===== config.mk =====
export PLATFORM = sky130hd
export DESIGN_NAME = md_unit_flat
export DESIGN_NICKNAME = d
export VERILOG_FILES = /design/src/rtl/md_unit_if.sv /design/src/rtl/md_unit.sv /design/src/flat_wrapper.sv
export SDC_FILE = /design/constraint.sdc
export NUM_CORES = 1
export LEC_CHECK = 0
export BUFFER_PORTS_ARGS = -buffer_cell sky130_fd_sc_hd__buf_2
export CAP_MARGIN = 10
export CORE_UTILIZATION = 45
export CTS_CLUSTER_DIAMETER = 50
export DETAILED_ROUTE_END_ITERATION = 8
export PLACE_DENSITY_LB_ADDON = 0.1
export RECOVER_POWER = 50
export SYNTH_ARGS = -nofsm -noshare
export SYNTH_HDL_FRONTEND = slang
export SYNTH_SLANG_ARGS = --single-unit

===== constraint.sdc =====
create_clock -name clk -period 27.9 [get_ports clk]
set_input_delay 5.58 -clock clk [delete_from_list [all_inputs] [get_ports clk]]
set_output_delay 5.58 -clock clk [all_outputs]
set_load 0.02 [all_outputs]

===== src/rtl/md_unit_if.sv =====
// md_unit_if: request/response bundle between the EX stage and the multiply/divide unit.
//   start  - operation request, sampled only while the unit is idle
//   op     - 5-bit ALUOp code (mul..remu)
//   a, b   - rs1 / rs2 operands
//   flush  - synchronous abort from a branch/jump redirect
//   busy   - operation in progress (pipeline stall request)
//   done   - one-cycle result-valid pulse
//   result - operation result, held until the next accepted start
// master: the pipeline side; slave: the unit.
interface md_unit_if #(
  parameter int unsigned XLEN = 32
);
  logic            start;
  logic [4:0]      op;
  logic [XLEN-1:0] a;
  logic [XLEN-1:0] b;
  logic            flush;
  logic            busy;
  logic            done;
  logic [XLEN-1:0] result;

  modport master (
    output start, op, a, b, flush,
    input  busy, done, result
  );

  modport slave (
    input  start, op, a, b, flush,
    output busy, done, result
  );
endinterface


===== src/rtl/md_unit.sv =====
// md_unit: iterative RV32M multiply/divide unit for the EX stage.
// Sequence IDLE -> PREP -> RUN (XLEN cycles) -> FIX -> DONE -> IDLE, so every accepted
// operation (including divide-by-zero and signed overflow) completes with fixed latency.
// Multiply is radix-2 shift-add and divide is restoring shift-subtract, both on operand
// magnitudes; the sign is applied in FIX.
// Ports:
//   clk - rising-edge clock
//   rst - asynchronous active-high reset
//   bus - md_unit_if slave (start/op/a/b/flush in, busy/done/result out)
module md_unit #(
  parameter int unsigned XLEN = 32
) (
  input logic       clk,
  input logic       rst,
  md_unit_if.slave  bus
);

  localparam int unsigned CntW = $clog2(XLEN);

  localparam logic [4:0] OpMul    = 5'b10010;
  localparam logic [4:0] OpMulh   = 5'b10011;
  localparam logic [4:0] OpMulhsu = 5'b10100;
  localparam logic [4:0] OpMulhu  = 5'b10101;
  localparam logic [4:0] OpDiv    = 5'b10110;
  localparam logic [4:0] OpDivu   = 5'b10111;
  localparam logic [4:0] OpRem    = 5'b11000;
  localparam logic [4:0] OpRemu   = 5'b11001;

  localparam logic [XLEN-1:0] MinNeg = {1'b1, {(XLEN-1){1'b0}}};

  typedef enum logic [2:0] {StIdle, StPrep, StRun, StFix, StDone} state_e;

  state_e            state_q, state_d;
  logic [4:0]        op_q, op_d;
  logic [XLEN-1:0]   a_q, a_d;
  logic [XLEN-1:0]   b_q, b_d;
  // mcand: multiplicand shifted left (mul) / dividend shifted left, MSB consumed (div)
  logic [2*XLEN-1:0] mcand_q, mcand_d;
  // mplier: multiplier shifted right (mul) / divisor, static (div)
  logic [XLEN-1:0]   mplier_q, mplier_d;
  // acc: product (mul) / {remainder, quotient} (div)
  logic [2*XLEN-1:0] acc_q, acc_d;
  logic              neg_q, neg_d;
  logic [CntW-1:0]   cnt_q, cnt_d;
  logic [XLEN-1:0]   result_q, result_d;

  logic              op_valid;
  logic              is_div, is_rem, is_divide;
  logic              signed_a, signed_b;
  logic              sa, sb;
  logic [XLEN-1:0]   mag_a, mag_b;
  logic [XLEN:0]     trial, diff;
  logic [XLEN-1:0]   rem_next;
  logic [2*XLEN-1:0] prod_fix;
  logic [XLEN-1:0]   quot_fix, rem_fix;
  logic              div_zero, overflow;
  logic [XLEN-1:0]   fix_result;

  assign op_valid = (bus.op >= OpMul) && (bus.op <= OpRemu);

  // Decode of the latched op.
  always_comb begin
    is_div    = (op_q == OpDiv) || (op_q == OpDivu);
    is_rem    = (op_q == OpRem) || (op_q == OpRemu);
    is_divide = is_div || is_rem;
    signed_a  = (op_q == OpMul) || (op_q == OpMulh) || (op_q == OpMulhsu) ||
                (op_q == OpDiv) || (op_q == OpRem);
    signed_b  = (op_q == OpMul) || (op_q == OpMulh) || (op_q == OpDiv) || (op_q == OpRem);
    sa        = signed_a && a_q[XLEN-1];
    sb        = signed_b && b_q[XLEN-1];
    mag_a     = sa ? (~a_q + 1'b1) : a_q;
    mag_b     = sb ? (~b_q + 1'b1) : b_q;
  end

  // One restoring-division step: shift in the next dividend bit, subtract if it fits.
  always_comb begin
    trial    = {acc_q[2*XLEN-1:XLEN], mcand_q[XLEN-1]};
    diff     = trial - {1'b0, mplier_q};
    rem_next = diff[XLEN] ? trial[XLEN-1:0] : diff[XLEN-1:0];
  end

  // Sign fix-up, result selection and RISC-V special-case overrides.
  always_comb begin
    prod_fix = neg_q ? (~acc_q + 1'b1) : acc_q;
    quot_fix = neg_q ? (~acc_q[XLEN-1:0] + 1'b1) : acc_q[XLEN-1:0];
    rem_fix  = neg_q ? (~acc_q[2*XLEN-1:XLEN] + 1'b1) : acc_q[2*XLEN-1:XLEN];
    div_zero = (b_q == '0);
    overflow = (a_q == MinNeg) && (b_q == '1);
    case (op_q)
      OpMul:                     fix_result = prod_fix[XLEN-1:0];
      OpMulh, OpMulhsu, OpMulhu: fix_result = prod_fix[2*XLEN-1:XLEN];
      OpDiv, OpDivu:             fix_result = quot_fix;
      OpRem, OpRemu:             fix_result = rem_fix;
      default:                   fix_result = '0;
    endcase
    if (is_div && div_zero) begin
      fix_result = '1;
    end else if (is_rem && div_zero) begin
      fix_result = a_q;
    end else if ((op_q == OpDiv) && overflow) begin
      fix_result = MinNeg;
    end else if ((op_q == OpRem) && overflow) begin
      fix_result = '0;
    end
  end

  always_comb begin
    state_d  = state_q;
    op_d     = op_q;
    a_d      = a_q;
    b_d      = b_q;
    mcand_d  = mcand_q;
    mplier_d = mplier_q;
    acc_d    = acc_q;
    neg_d    = neg_q;
    cnt_d    = cnt_q;
    result_d = result_q;
    unique case (state_q)
      StIdle: begin
        if (bus.start && !bus.flush && op_valid) begin
          op_d    = bus.op;
          a_d     = bus.a;
          b_d     = bus.b;
          state_d = StPrep;
        end
      end
      StPrep: begin
        if (bus.flush) begin
          state_d = StIdle;
        end else begin
          mcand_d  = {{XLEN{1'b0}}, mag_a};
          mplier_d = mag_b;
          acc_d    = '0;
          cnt_d    = '0;
          neg_d    = is_rem ? sa : (sa ^ sb);
          state_d  = StRun;
        end
      end
      StRun: begin
        if (bus.flush) begin
          state_d = StIdle;
        end else begin
          if (is_divide) begin
            acc_d   = {rem_next, acc_q[XLEN-2:0], ~diff[XLEN]};
            mcand_d = mcand_q << 1;
          end else begin
            acc_d    = acc_q + (mplier_q[0] ? mcand_q : '0);
            mcand_d  = mcand_q << 1;
            mplier_d = mplier_q >> 1;
          end
          cnt_d = cnt_q + 1'b1;
          if (cnt_q == CntW'(XLEN - 1)) begin
            state_d = StFix;
          end
        end
      end
      StFix: begin
        if (bus.flush) begin
          state_d = StIdle;
        end else begin
          result_d = fix_result;
          state_d  = StDone;
        end
      end
      StDone: begin
        // Flush here is too late to cancel; the pulse still goes out.
        state_d = StIdle;
      end
      default: state_d = StIdle;
    endcase
  end

  always_ff @(posedge clk or posedge rst) begin
    if (rst) begin
      state_q  <= StIdle;
      op_q     <= '0;
      a_q      <= '0;
      b_q      <= '0;
      mcand_q  <= '0;
      mplier_q <= '0;
      acc_q    <= '0;
      neg_q    <= 1'b0;
      cnt_q    <= '0;
      result_q <= '0;
    end else begin
      state_q  <= state_d;
      op_q     <= op_d;
      a_q      <= a_d;
      b_q      <= b_d;
      mcand_q  <= mcand_d;
      mplier_q <= mplier_d;
      acc_q    <= acc_d;
      neg_q    <= neg_d;
      cnt_q    <= cnt_d;
      result_q <= result_d;
    end
  end

  assign bus.busy   = (state_q == StPrep) || (state_q == StRun) || (state_q == StFix);
  assign bus.done   = (state_q == StDone);
  assign bus.result = result_q;

endmodule


===== src/flat_wrapper.sv =====
// flat-port wrapper written by rule: the top's interface ports become plain ports
module md_unit_flat 
#(
  parameter int unsigned XLEN = 32
)
  (clk, rst, bus_start, bus_op, bus_a, bus_b, bus_flush, bus_busy, bus_done, bus_result);
  md_unit_if #(.XLEN(XLEN)) bus_i ();
  input logic clk;
  input logic rst;
  input wire logic [$bits(bus_i.start)-1:0] bus_start;
  input wire logic [$bits(bus_i.op)-1:0] bus_op;
  input wire logic [$bits(bus_i.a)-1:0] bus_a;
  input wire logic [$bits(bus_i.b)-1:0] bus_b;
  input wire logic [$bits(bus_i.flush)-1:0] bus_flush;
  output wire logic [$bits(bus_i.busy)-1:0] bus_busy;
  output wire logic [$bits(bus_i.done)-1:0] bus_done;
  output wire logic [$bits(bus_i.result)-1:0] bus_result;
  assign bus_i.start = bus_start;
  assign bus_i.op = bus_op;
  assign bus_i.a = bus_a;
  assign bus_i.b = bus_b;
  assign bus_i.flush = bus_flush;
  assign bus_busy = bus_i.busy;
  assign bus_done = bus_i.done;
  assign bus_result = bus_i.result;
  md_unit #(.XLEN(XLEN)) u_core (.clk(clk), .rst(rst), .bus(bus_i));
endmodule

# Word-level counts from Yosys, hierarchy flattened
# Cells that the tools add are included.
[op_classes]
addsub = 8
n_lt_le_gt_ge = 2
n_eq_ne = 20
mux = 33
bitwise = 8
reduce_logical = 34
[ops]
columns = ["cell", "n"]
rows = [
  ["2-to-1 mux 64 bit", 7],
  ["2-to-1 mux 32 bit", 12],
  ["case mux 64 bit (2 select lines)", 2],
  ["adder 32 x 1 -> 32 bit, second input constant", 4],
  ["NOT 32 bit", 4],
  ["case mux 32 bit (4 select lines)", 1],
  ["adder 64 x 1 -> 64 bit, second input constant", 1],
  ["adder 64 bit", 1],
  ["== test 32 bit, second input constant", 2],
  ["NOT 64 bit", 1],
  ["case mux 32 bit (2 select lines)", 1],
  ["== test 5 bit, second input constant", 9],
  ["subtractor 33 x 32 -> 33 bit", 1],
  ["logical NOT 32 bit", 1],
  ["2-to-1 mux 3 bit", 4],
  ["case mux 3 bit (4 select lines)", 1],
  ["logical OR 1 bit", 11],
  ["logical AND 1 bit", 10],
  ["2-to-1 mux 5 bit", 2],
  ["case mux 5 bit (2 select lines)", 1],
  ["AND reduction 2 bit", 4],
  ["== test 3 x 2 -> 1 bit, second input constant", 2],
  ["inequality test 2 bit, second input constant", 3],
  ["adder 5 x 1 -> 5 bit, second input constant", 1],
  ["17 further kinds", 19],
]
[totals]
ff_bits = 270
in_bits = 73
out_inout_bits = 34

# Longest topological paths before layout
[depth]
ltp_word = 9
ltp_mapped = 16
depth_no_buf = 14

# Worst setup path before layout
# Ideal clock, no wire load.
[synth_path]
path_type = "input to register"
from = "input bus_op[1]"
to = "register u_core.a_q[10]"
arrival_ns = 7.272
t_required_ns = 27.775
path_slack_ns = 20.504
cell_stages = 7
n_path_buf = 2
cell_sequence = "nor2_1 -> xnor2_1 -> nand4_1 -> nor4_1 -> clkbuf_1 -> clkbuf_1 -> mux2_2"
[synth_between]
elab_chain_len = 4
elab_cells_between_ends = 5
[synth_rtl]
columns = ["element", "line_no", "text"]
rows = [
  ["start: declaration", "flat_wrapper.sv:11", "input wire logic [$bits(bus_i.op)-1:0] bus_op;"],
  [">= comparator 5 bit / <= comparator 5 bit (equally long branches)", "md_unit.sv:59", "assign op_valid = (bus.op >= OpMul) && (bus.op <= OpRemu);"],
  ["logical AND 1 bit (*)", "md_unit.sv:59", ""],
  ["logical AND 1 bit (*)", "md_unit.sv:120", "if (bus.start && !bus.flush && op_valid) begin"],
  ["AND reduction 2 bit (no source line) (*)", "-", ""],
  ["end signal: assignment", "md_unit.sv:177", "a_q <= '0;"],
  ["end signal: assignment", "md_unit.sv:188", "a_q <= a_d;"],
  ["end: declaration", "md_unit.sv:35", "logic [XLEN-1:0] a_q, a_d;"],
]
# Mark *: on every way between the ends. The rest lies on a longest branch, timed or not.
# A chain may end at the register's enable or synchronous reset.

==> results.json <==
{
  "path_buf_inv": 4,
  "synth_edf_count": 0,
  "nets": 2795,
  "peakVddDrop_mv": 0.0604,
  "fin_crit_ps": 12260,
  "async_reset_ff_share_pct": 100,
  "path_clk_slew_ps": 60,
  "finalSetupViolations": 0,
  "maxSlewViolCount": 372,
  "clockRootBuffer": "clkbuf_16",
  "ioPinCount": 107,
  "num_rows": 79,
  "fin_hold_ws_ps": 494,
  "synth_top_family_by_area": "compound AO/OA/AOI/OAI gates",
  "cp_top_family": "buffers and inverters",
  "final_common_cell": "nand2_1",
  "ys_warn_count": 0,
  "hold_buffers": 0,
  "area_delta_synth_final_pct": 10.9,
  "drv_cap": 5,
  "synth-simple-area-share_pct": 18.1,
  "setup_tns_ps": 0,
  "fin_skew_ps": 33.5,
  "power_per_cell_area_mw_per_mm2": 105,
  "antenna_found_initial": 0,
  "critPathArrivalTime_ps": 12800,
  "finalHoldViolCount": 0,
  "violations": "max-capacitance violations, max-slew violations",
  "ant_nets": 0,
  "status": "finished, violations left",
  "fp.coreArea_mm2": 0.0468,
  "hp-class": "flip-flop to flip-flop",
  "leakagePower_uw": 0.0103,
  "num_vias": 20000,
  "dp_hpwl_mm": 52.5,
  "drt_iter0_markers": 2028,
  "gp_congestion": 0.957,
  "synth_top_area_share_pct": 31.6,
  "fin_util_pct": 50.7,
  "numClockSinks": 270,
  "ys_types": 92,
  "initial_utilization_pct": 45.8,
  "cts_buffers": 41,
  "crit_required_ps": 28440,
  "drc": 0,
  "h-tree-depth": 2,
  "yosys.area.top_type": "dfrtp_1",
  "track_usage_pct": 29.3,
  "rsz0062_at_grt": "no",
  "worst_skew_pair.late_latency_ps": 580,
  "fmax_ghz": 0.0816,
  "netlist_instances": 2612,
  "cp_num_cells": 4,
  "synth_compound_area_share_pct": 26.4,
  "crit_type": "primary input to async pin",
  "slowest_delay_ps": 3120,
  "grt_pass1_wl_mm": 110,
  "end_kind": "async pin",
  "post_cts_buffers": 0,
  "final_cell_mix": "274 x nand2_1, 269 x dfrtp_1, 259 x a21oi_1",
  "die_h_um": 220,
  "grt_max_degree": 117,
  "syn_nets": 2790,
  "netlist_area_mm2": 0.0214,
  "cp-start-kind": "primary input",
  "drtPass1Iterations": 6,
  "critPathMaxFanout": 116,
  "yosys_register_bits": 270,
  "muxShareOfSynthArea_pct": 4.79,
  "synth_top_flop_cell": "dfrtp_1",
  "cts.repair.resized": 0,
  "routed_wl_mm": 70.7,
  "relSlewSlack_pct": -235,
  "diodes": 0,
  "rr_worst_depth": 11,
  "period_share_pct": 43.9,
  "ys_seq_area_share_pct": 31.6,
  "grt_overflow": 0,
  "crit_chain": "buf_2 > clkinvlp_2 > clkbuf_1 > buf_4",
  "first_global_vias": 18400,
  "synthAdderAreaFrac_pct": 6.21,
  "clock_path_buffers": 3,
  "dieWidth_um": 220,
  "synth_xor_area_share_pct": 8.47,
  "synth_area_per_cell_um2": 8.19,
  "drive_above_1_share_pct": 10.4,
  "hold_depth": 1,
  "wl_per_cell_um": 21.7,
  "cts_tree": "built",
  "crit_slowest_cell": "clkbuf_1",
  "io_buffers": 106,
  "viasPerCell": 6.14,
  "synth_area_leaders": "dfrtp_1 32%, a21oi_1 6.1%, ha_1 6.0%, o21ai_0 5.8%, nand2_1 4.8%",
  "tightest_slew_ps": 5000,
  "die_area_mm2": 0.0484
}
## path summary, 6_finish.rpt
path / from / endpoint / slack (ps)
max: rst / u_core.acc_q[24] / 15640
min: u_core.bus.result[29] / u_core.bus.result[29] / 490
max reg2reg: u_core.state_q[2] / u_core.acc_q[60] / 21710
min reg2reg: u_core.bus.result[29] / u_core.bus.result[29] / 490
max in group clk: bus_flush / u_core.acc_q[60] / 17370
min in group asynchronous: rst / u_core.op_q[2] / 6530
## routing by layer
metal  routed length (um)  vias up  GRT usage (%)
met5                    0        -              0
met4                 1940        0           8.94
met3                 5410      105           4.32
met2                28400      737           40.0
met1                35000     9616           46.5
li1                     -     9525              -
## registers in the layout (all words and copies together), names as in the netlist
| name | flops |
|---|---|
| u_core.acc_q | 64 |
| u_core.mcand_q | 64 |
| u_core.a_q | 32 |
| u_core.b_q | 32 |
| u_core.bus.result | 32 |
| u_core.mplier_q | 32 |
| u_core.cnt_q | 5 |
| u_core.op_q | 5 |
| u_core.state_q | 3 |
| u_core.neg_q | 1 |
## Yosys cell counts, types with 19 or more instances
cell      instances
a21o_1           38
o31ai_1          33
nand2_1         274
mux2_2           67
dfrtp_1         270
inv_1            71
a22oi_1          20
nand4_1          34
nand2b_1         19
or3_1            27
o211ai_1         21
mux2i_1          27
a21oi_1         260
and2_1           75
nor3_1           40
nand3_1          39
xnor2_1         111
o21ai_0         250
xor2_1           94
ha_1            103
a22o_1           48
clkbuf_1        137
o21a_1           41
nor2_1          199
## layout make-up
cell class | count | area (um2)
Sequential cell | 270 | 6760
Clock inverter | 24 | 367
Inverter | 73 | 275
Tap cell | 607 | 759
Timing Repair Buffer | 132 | 668
Clock buffer | 51 | 1130
Fill cell | 4512 | 23000
Multi-Input combinational cell | 2099 | 13800
## power breakdown
group / switching, uW / total, uW / internal, uW / leakage [uW]
sequential: 191 / 688 / 497 / 0.00352
clock: 204 / 563 / 359 / 0.000742
combinational: 757 / 1240 / 485 / 0.00609
total: 1150 / 2490 / 1340 / 0.0103
## per-stage QoR
step	instances	total power (uW)	worst slack [ps]	instance area, um2
4_1_cts	3256	2480	20090	23800
3_5_place_dp	3181	1900	19490	22300
6_report	3256	2490	15640	23700
2_1_floorplan	2612	1540	14880	21400
5_1_grt	3256	2660	13930	23700
3_3_place_gp	3181	1890	19550	22300
## kinds of logic (layout without fill, tap and decap cells)
kind of cell / after synthesis / count (layout)
compound gates: 890 / 890
simple gates: 804 / 804
flops: 270 / 270
buf+inv: 243 / 280
xor+xnor: 206 / 206
fa+ha+maj: 105 / 105
mux: 94 / 94
No activity file was read; power rests on OpenSTA's default activity.
